--- src/rtl/riesgo_carga_sb.sv ---
// Load-use hazard unit with a per-register countdown scoreboard between decode and Exe.
// Optional stall statistics counter enabled by defining RIESGO_STATS_EN.
module riesgo_carga_sb #(
  parameter int REG_AW  = 4,
  parameter int MEM_LAT = 1,
  parameter int STAT_W  = 16
) (
  input  logic                 clk,
  input  logic                 rst,
  input  logic [REG_AW-1:0]    ra_dec,
  input  logic                 re_a_dec,
  input  logic [REG_AW-1:0]    rb_dec,
  input  logic                 re_b_dec,
  input  logic [REG_AW-1:0]    rd_exe,
  input  logic                 mem_re_exe,
  input  logic                 flush,
  output logic                 nop_mux,
  output logic                 f_reg_en,
  output logic                 pc_en,
  output logic [2**REG_AW-1:0] busy,
  output logic [STAT_W-1:0]    stall_cnt
);

  localparam int NREG = 2**REG_AW;
  localparam logic [2:0] RELOAD = 3'(MEM_LAT - 1);

  logic [2:0] cnt_q [NREG];
  logic [2:0] cnt_d [NREG];

  logic load_ok;
  logic exe_hit_a, exe_hit_b;
  logic hit_a, hit_b;
  logic stall;

  // A load is only tracked when it survives this cycle and targets a real register.
  assign load_ok = mem_re_exe && !flush && (rd_exe != '0);

  assign exe_hit_a = mem_re_exe && (rd_exe == ra_dec);
  assign exe_hit_b = mem_re_exe && (rd_exe == rb_dec);

  assign hit_a = re_a_dec && (ra_dec != '0) && (exe_hit_a || (cnt_q[ra_dec] != 3'd0));
  assign hit_b = re_b_dec && (rb_dec != '0) && (exe_hit_b || (cnt_q[rb_dec] != 3'd0));

  assign stall    = (hit_a || hit_b) && !flush && !rst;
  assign nop_mux  = stall;
  assign f_reg_en = !stall;
  assign pc_en    = !stall;

  // Reload beats decrement, so a newer load to the same register restarts its window.
  always_comb begin
    for (int r = 0; r < NREG; r++) begin
      cnt_d[r] = 3'd0;
      if (r != 0) begin
        if (load_ok && (rd_exe == REG_AW'(r)))
          cnt_d[r] = RELOAD;
        else if (cnt_q[r] != 3'd0)
          cnt_d[r] = cnt_q[r] - 3'd1;
      end
    end
  end

  always_ff @(posedge clk) begin
    if (rst) begin
      for (int r = 0; r < NREG; r++)
        cnt_q[r] <= 3'd0;
    end else begin
      for (int r = 0; r < NREG; r++)
        cnt_q[r] <= cnt_d[r];
    end
  end

  for (genvar gi = 0; gi < NREG; gi++) begin : g_busy
    assign busy[gi] = (cnt_q[gi] != 3'd0);
  end

`ifdef RIESGO_STATS_EN
  logic [STAT_W-1:0] stall_cnt_q;

  // Saturating count of bubble cycles; only reset clears it.
  always_ff @(posedge clk) begin
    if (rst)
      stall_cnt_q <= '0;
    else if (stall && (stall_cnt_q != {STAT_W{1'b1}}))
      stall_cnt_q <= stall_cnt_q + 1'b1;
  end

  assign stall_cnt = stall_cnt_q;
`else
  assign stall_cnt = '0;
`endif

endmodule

--- config.mk ---
export PLATFORM = sky130hd
export DESIGN_NAME = riesgo_carga_sb
export DESIGN_NICKNAME = d
export VERILOG_FILES = /design/src/rtl/riesgo_carga_sb.sv
export SDC_FILE = /design/constraint.sdc
export NUM_CORES = 1
export LEC_CHECK = 0
export CAP_MARGIN = 20
export CORE_MARGIN = 1.5
export CORE_UTILIZATION = 30
export CTS_CLUSTER_SIZE = 10
export DETAILED_ROUTE_END_ITERATION = 16
export PLACE_DENSITY = 0.63
export SETUP_SLACK_MARGIN = 0.15
export SLEW_MARGIN = 20
export SYNTH_ARGS = -nofsm -noshare
export SYNTH_HDL_FRONTEND = slang
export SYNTH_SLANG_ARGS = --single-unit
export TNS_END_PERCENT = 10
--- constraint.sdc ---
create_clock -name clk -period 2.7 [get_ports clk]
set_clock_uncertainty 0.05 [all_clocks]
set_input_delay 0.405 -clock clk [delete_from_list [all_inputs] [get_ports clk]]
set_output_delay 0.405 -clock clk [all_outputs]
set_load 0.01 [all_outputs]
After elaboration in Yosys (flattened, before gate mapping)
Memory sizes are Yosys's and may differ from the RTL's.
Index checks and enable logic that the tools add are counted.
{"block": "totals", "n_memories": 1, "mem_bits_rw": 48, "ff_bits": 0}
{"memory": "cnt_q", "words": 16, "width": 3, "rd": 18, "rd_ports_with_merged_regs": 0, "write_ports": 16, "line_no": "27", "source": "logic [2:0] cnt_q [NREG];"}
{"block": "op_classes", "addsub": 15, "n_eq_ne": 17, "n_reduce_logical": 52, "bitwise": 16, "muxes": 49}
{"cell": "3-bit 2-to-1 mux", "count": 46}
{"cell": "3-bit nonzero test", "count": 18}
{"cell": "3-bit by 1-bit subtractor with 3-bit output (second input constant)", "count": 15}
{"cell": "4-bit == test (second input constant)", "count": 8}
{"cell": "1-bit logical AND", "count": 25}
{"cell": "4-bit by 3-bit == test with 1-bit output (second input constant)", "count": 4}
{"cell": "1-bit bitwise OR", "count": 16}
{"cell": "4-bit nonzero test", "count": 3}
{"cell": "4-bit by 2-bit == test with 1-bit output (second input constant)", "count": 2}
{"cell": "4-bit == test", "count": 2}
{"cell": "4-bit by 1-bit == test with 1-bit output (second input constant)", "count": 1}
{"cell": "1-bit logical NOT", "count": 3}
{"cell": "1-bit logical OR", "count": 3}
{"cell": "1-bit 2-to-1 mux", "count": 3}

Longest topological paths before layout
{"block": "depth", "depth_word": 8, "depth_mapped": 7, "depth_no_buf": 5}

Least setup slack after synthesis
OpenSTA, ideal clock, no wires.
{"block": "synth_path", "path_type": "input -> output", "from": "in ra_dec[0]", "to": "out pc_en", "path_slack_ps": 386, "arrival_time_ps": 1859, "required_ps": 2245, "cell_stages": 5, "path_cell_list": "buf_2 mux4_2 a2111o_1 and4_1 buf_4"}
{"block": "synth_via", "elab_chain_len": 8, "elab_cells_between_ends": 12, "classes_between": "eq/ne: 1; reduce/logical: 10; memory: 1"}
{"item": "from (decl)", "line_no": "10", "source": "input logic [REG_AW-1:0] ra_dec,"}
{"item": "memory read 16 x 3 bit / 4-bit == test (equally long branches)"}
{"item": "3-bit nonzero test / 1-bit logical AND (equally long branches)", "line_no": "41, 38"}
{"item": "1-bit logical OR", "line_no": "41", "source": "assign hit_a = re_a_dec && (ra_dec != '0) && (exe_hit_a || (cnt_q[ra_dec] != 3'd0));"}
{"item": "1-bit logical AND (*)", "line_no": "41"}
{"item": "1-bit logical OR (*)", "line_no": "44", "source": "assign stall = (hit_a || hit_b) && !flush && !rst;"}
{"item": "1-bit logical AND (*) (2 in series)", "line_no": "44"}
{"item": "1-bit logical NOT (*)"}
{"item": "to (decl)", "line_no": "19", "source": "output logic pc_en,"}
Mark *: on every way between the ends. The rest lies on a longest branch, timed or not.

==> flow_metrics.tcl <==
set metrics [dict create \
    tritoncts "yes" \
    place_ws_ns -0.487 \
    cp.arrival_ns 2.10 \
    synth-async-reset-ratio 0 \
    fmax_ghz 0.391 \
    yosys-top-cells-count "nor2_1, dfxtp_1, inv_1, ha_1" \
    required_ns 2.25 \
    die_x_um 97.4 \
    synth_top_area_share 0.337 \
    final-hold-violation-count 0 \
    synthToLayoutAreaGrowth_pct 26.2 \
    crit_path_end_kind "output port" \
    wl_per_cell_um 13.3 \
    yosys_most_used_dff "dfxtp_1" \
    syn-cell-area_um2 2670 \
    netlist_instances 313 \
    synth_most_common_cell "nor2_1" \
    nets 418 \
    antenna_left 0 \
    max_slew.worst_pin.slew_ns 0.622 \
    worstSetupPathType "reg -> out" \
    clkSinkCount 45 \
    portBuffers 35 \
    critical_path.max_stage_delay_ns 0.53 \
    numCtsBuffers 5 \
    rsz0062_at_grt "yes" \
    maxCapViolations 0 \
    io_pins 53 \
    synth_area_leaders "dfxtp_1, ha_1, nor2_1" \
    htreeDepth 2 \
    maxSlewViolCount 0 \
    ys_ff_latch 45 \
    vias 2222 \
    antenna_found_initial 0 \
    startpoint_type "register" \
    worst_ir_drop_vdd_mv 0.264 \
    synth-edff-count 0 \
    pwr_density_cell_nw_per_um2 386 \
    outcome "finished, final reports clean" \
    grt_start_max_net_pins 14 \
    wl_um 6340 \
    slew_headroom 0.580 \
    holdWs_ns 0.392 \
    cp_max_fo 3 \
    cts_buffer_depth 2 \
    synth_warnings 0 \
    p_leak_nw 1.43 \
    hold_path_class "reg -> reg" \
    top_register "cnt_q" \
    antenna_cells 0 \
    yosys.area.top_type "dfxtp_1" \
    core_region_area_um2 8680 \
    drive_gt1_frac 0.141 \
    grt_pass1_wl_um 10700 \
    hpwl_um 5150 \
    drt_iter0_markers 92 \
    largest_reg_flops 45 \
    drc 0 \
    clk_latency_ns 0.30 \
    min_period_over_period 0.946 \
    clk_pin_slew_worst_paths_ns 0.08 \
    reg_top3 "cnt_q: 45 flops" \
    fp.dieArea_um2 9480 \
    setup_viol 0 \
    syn_avg_cell_area_um2 8.54 \
    grtUsageTotal 0.141 \
    worstPathCellList "or4_4, a21oi_2, a2111oi_2, buf_4, a211oi_4, buf_4, nand4_1, buf_2" \
    fin_crit_ns 2.55 \
    fin_ws_ns 0.146 \
    synthDistinctLibCells 41 \
    path_common_cell "buf_4" \
    cts_root_buffer "clkbuf_8" \
    vias_per_cell 4.65 \
    die_h_um 97.4 \
    overflow 0 \
    globalplace.congestion 0.925 \
    crit_slowest_cell "or4_4" \
    synth_seq_area_share 0.337 \
    hold_buffers 0 \
    initial_core_util 0.308 \
    grt_pass1_vias 2270 \
    first_pass_iters 4 \
    row_count 34 \
]
where the power goes:
part	internal, mW	leakage [nW]	switching, mW
sequential	0.663	0.363	0
combinational	0.0616	1.01	0.0731
clock	0.269	0.0540	0.234
cell type report:
type / count / area [um2]
clock buffers: 5 / 68.8
clock inverters: 2 / 35.0
fillers: 885 / 5310
inverters: 34 / 128
multi-input cells: 224 / 1580
flip-flops and latches: 45 / 902
well taps: 108 / 135
repair buffers: 60 / 523
through the flow:
step	instance area, um2	utilization	TNS, ns	total power, mW	std cells
2_1_floorplan	2730	-	0	0.761	329
3_3_place_gp	3210	0.370	-1.34	0.807	470
3_5_place_dp	3210	0.370	-1.42	0.808	470
4_1_cts	3350	0.386	0	1.32	478
5_1_grt	3370	0.389	0	1.35	478
6_report	3370	0.389	0	1.30	478
cells in the final DEF, fill, tap and decap left out, types with 2 or more instances in the layout:
cell type and n:
and3b_1 2, nor3_1 10, xor2_1 3, nand3_1 19, dlygate4sd2_1 3, xnor2_1 20, nor3_2 2, nor2b_1 3
clkbuf_8 5, buf_4 24, inv_1 34, o211ai_1 3, mux4_2 2, a211oi_2 2, nor2_1 50, ha_1 30
buf_2 3, o31ai_1 3, conb_1 17, or4_1 2, dfxtp_1 44, a31oi_1 2, a21oi_1 3, clkdlybuf4s50_1 27
nor4_1 4, nand2b_1 15, clkdlybuf4s15_1 2, nand2_1 11
worst max-delay path, delay by kind of cell, from the launching register on:
family	cells	cell delay (ns)
simple gates	2	0.63
compound gates	3	0.39
flops	1	0.34
buf+inv	3	0.44
layer usage:
| layer | wire length [um] | global-route usage |
|---|---|---|
| met2 | 3140 | 0.236 |
| met5 | 0 | 0 |
| met1 | 2640 | 0.171 |
| met3 | 347 | 0.0266 |
| met4 | 220 | 0.0736 |
timing repair:
action                     CTS  global route
pin swaps                    6             3
gates resized for setup     28             7
setup endpoints to repair    3             3
setup buffers                1             0
worst paths after layout:
kind / startpoint / to / slack [ns] / cells after the start
worst min-delay path: cnt_q[6][0]$_SDFF_PP0_ / cnt_q[6][0]$_SDFF_PP0_ / 0.39 / 1
worst max register to register: cnt_q[3][0]$_SDFF_PP0_ / cnt_q[3][2]$_SDFF_PP0_ / 1.49 / 5
worst max-delay path: cnt_q[8][1]$_SDFF_PP0_ / nop_mux / 0.15 / 8
worst min register to register: cnt_q[6][0]$_SDFF_PP0_ / cnt_q[6][0]$_SDFF_PP0_ / 0.39 / 1
cells by family (layout without fill, tap and decap cells):
family | count (synthesis) | in the layout | synth area share
DFF | 45 | 45 | 0.337
buffers and inverters | 60 | 101 | 0.118
adders and majority gates | 30 | 30 | 0.140
other | 1 | 17 | 0.00140
and+or+nand+nor | 126 | 126 | 0.229
muxes | 4 | 4 | 0.0304
xor gates and xnor gates | 23 | 23 | 0.0754
AOI/OAI and AO/OA | 24 | 24 | 0.0684
Power figures use the tool's default switching activity.
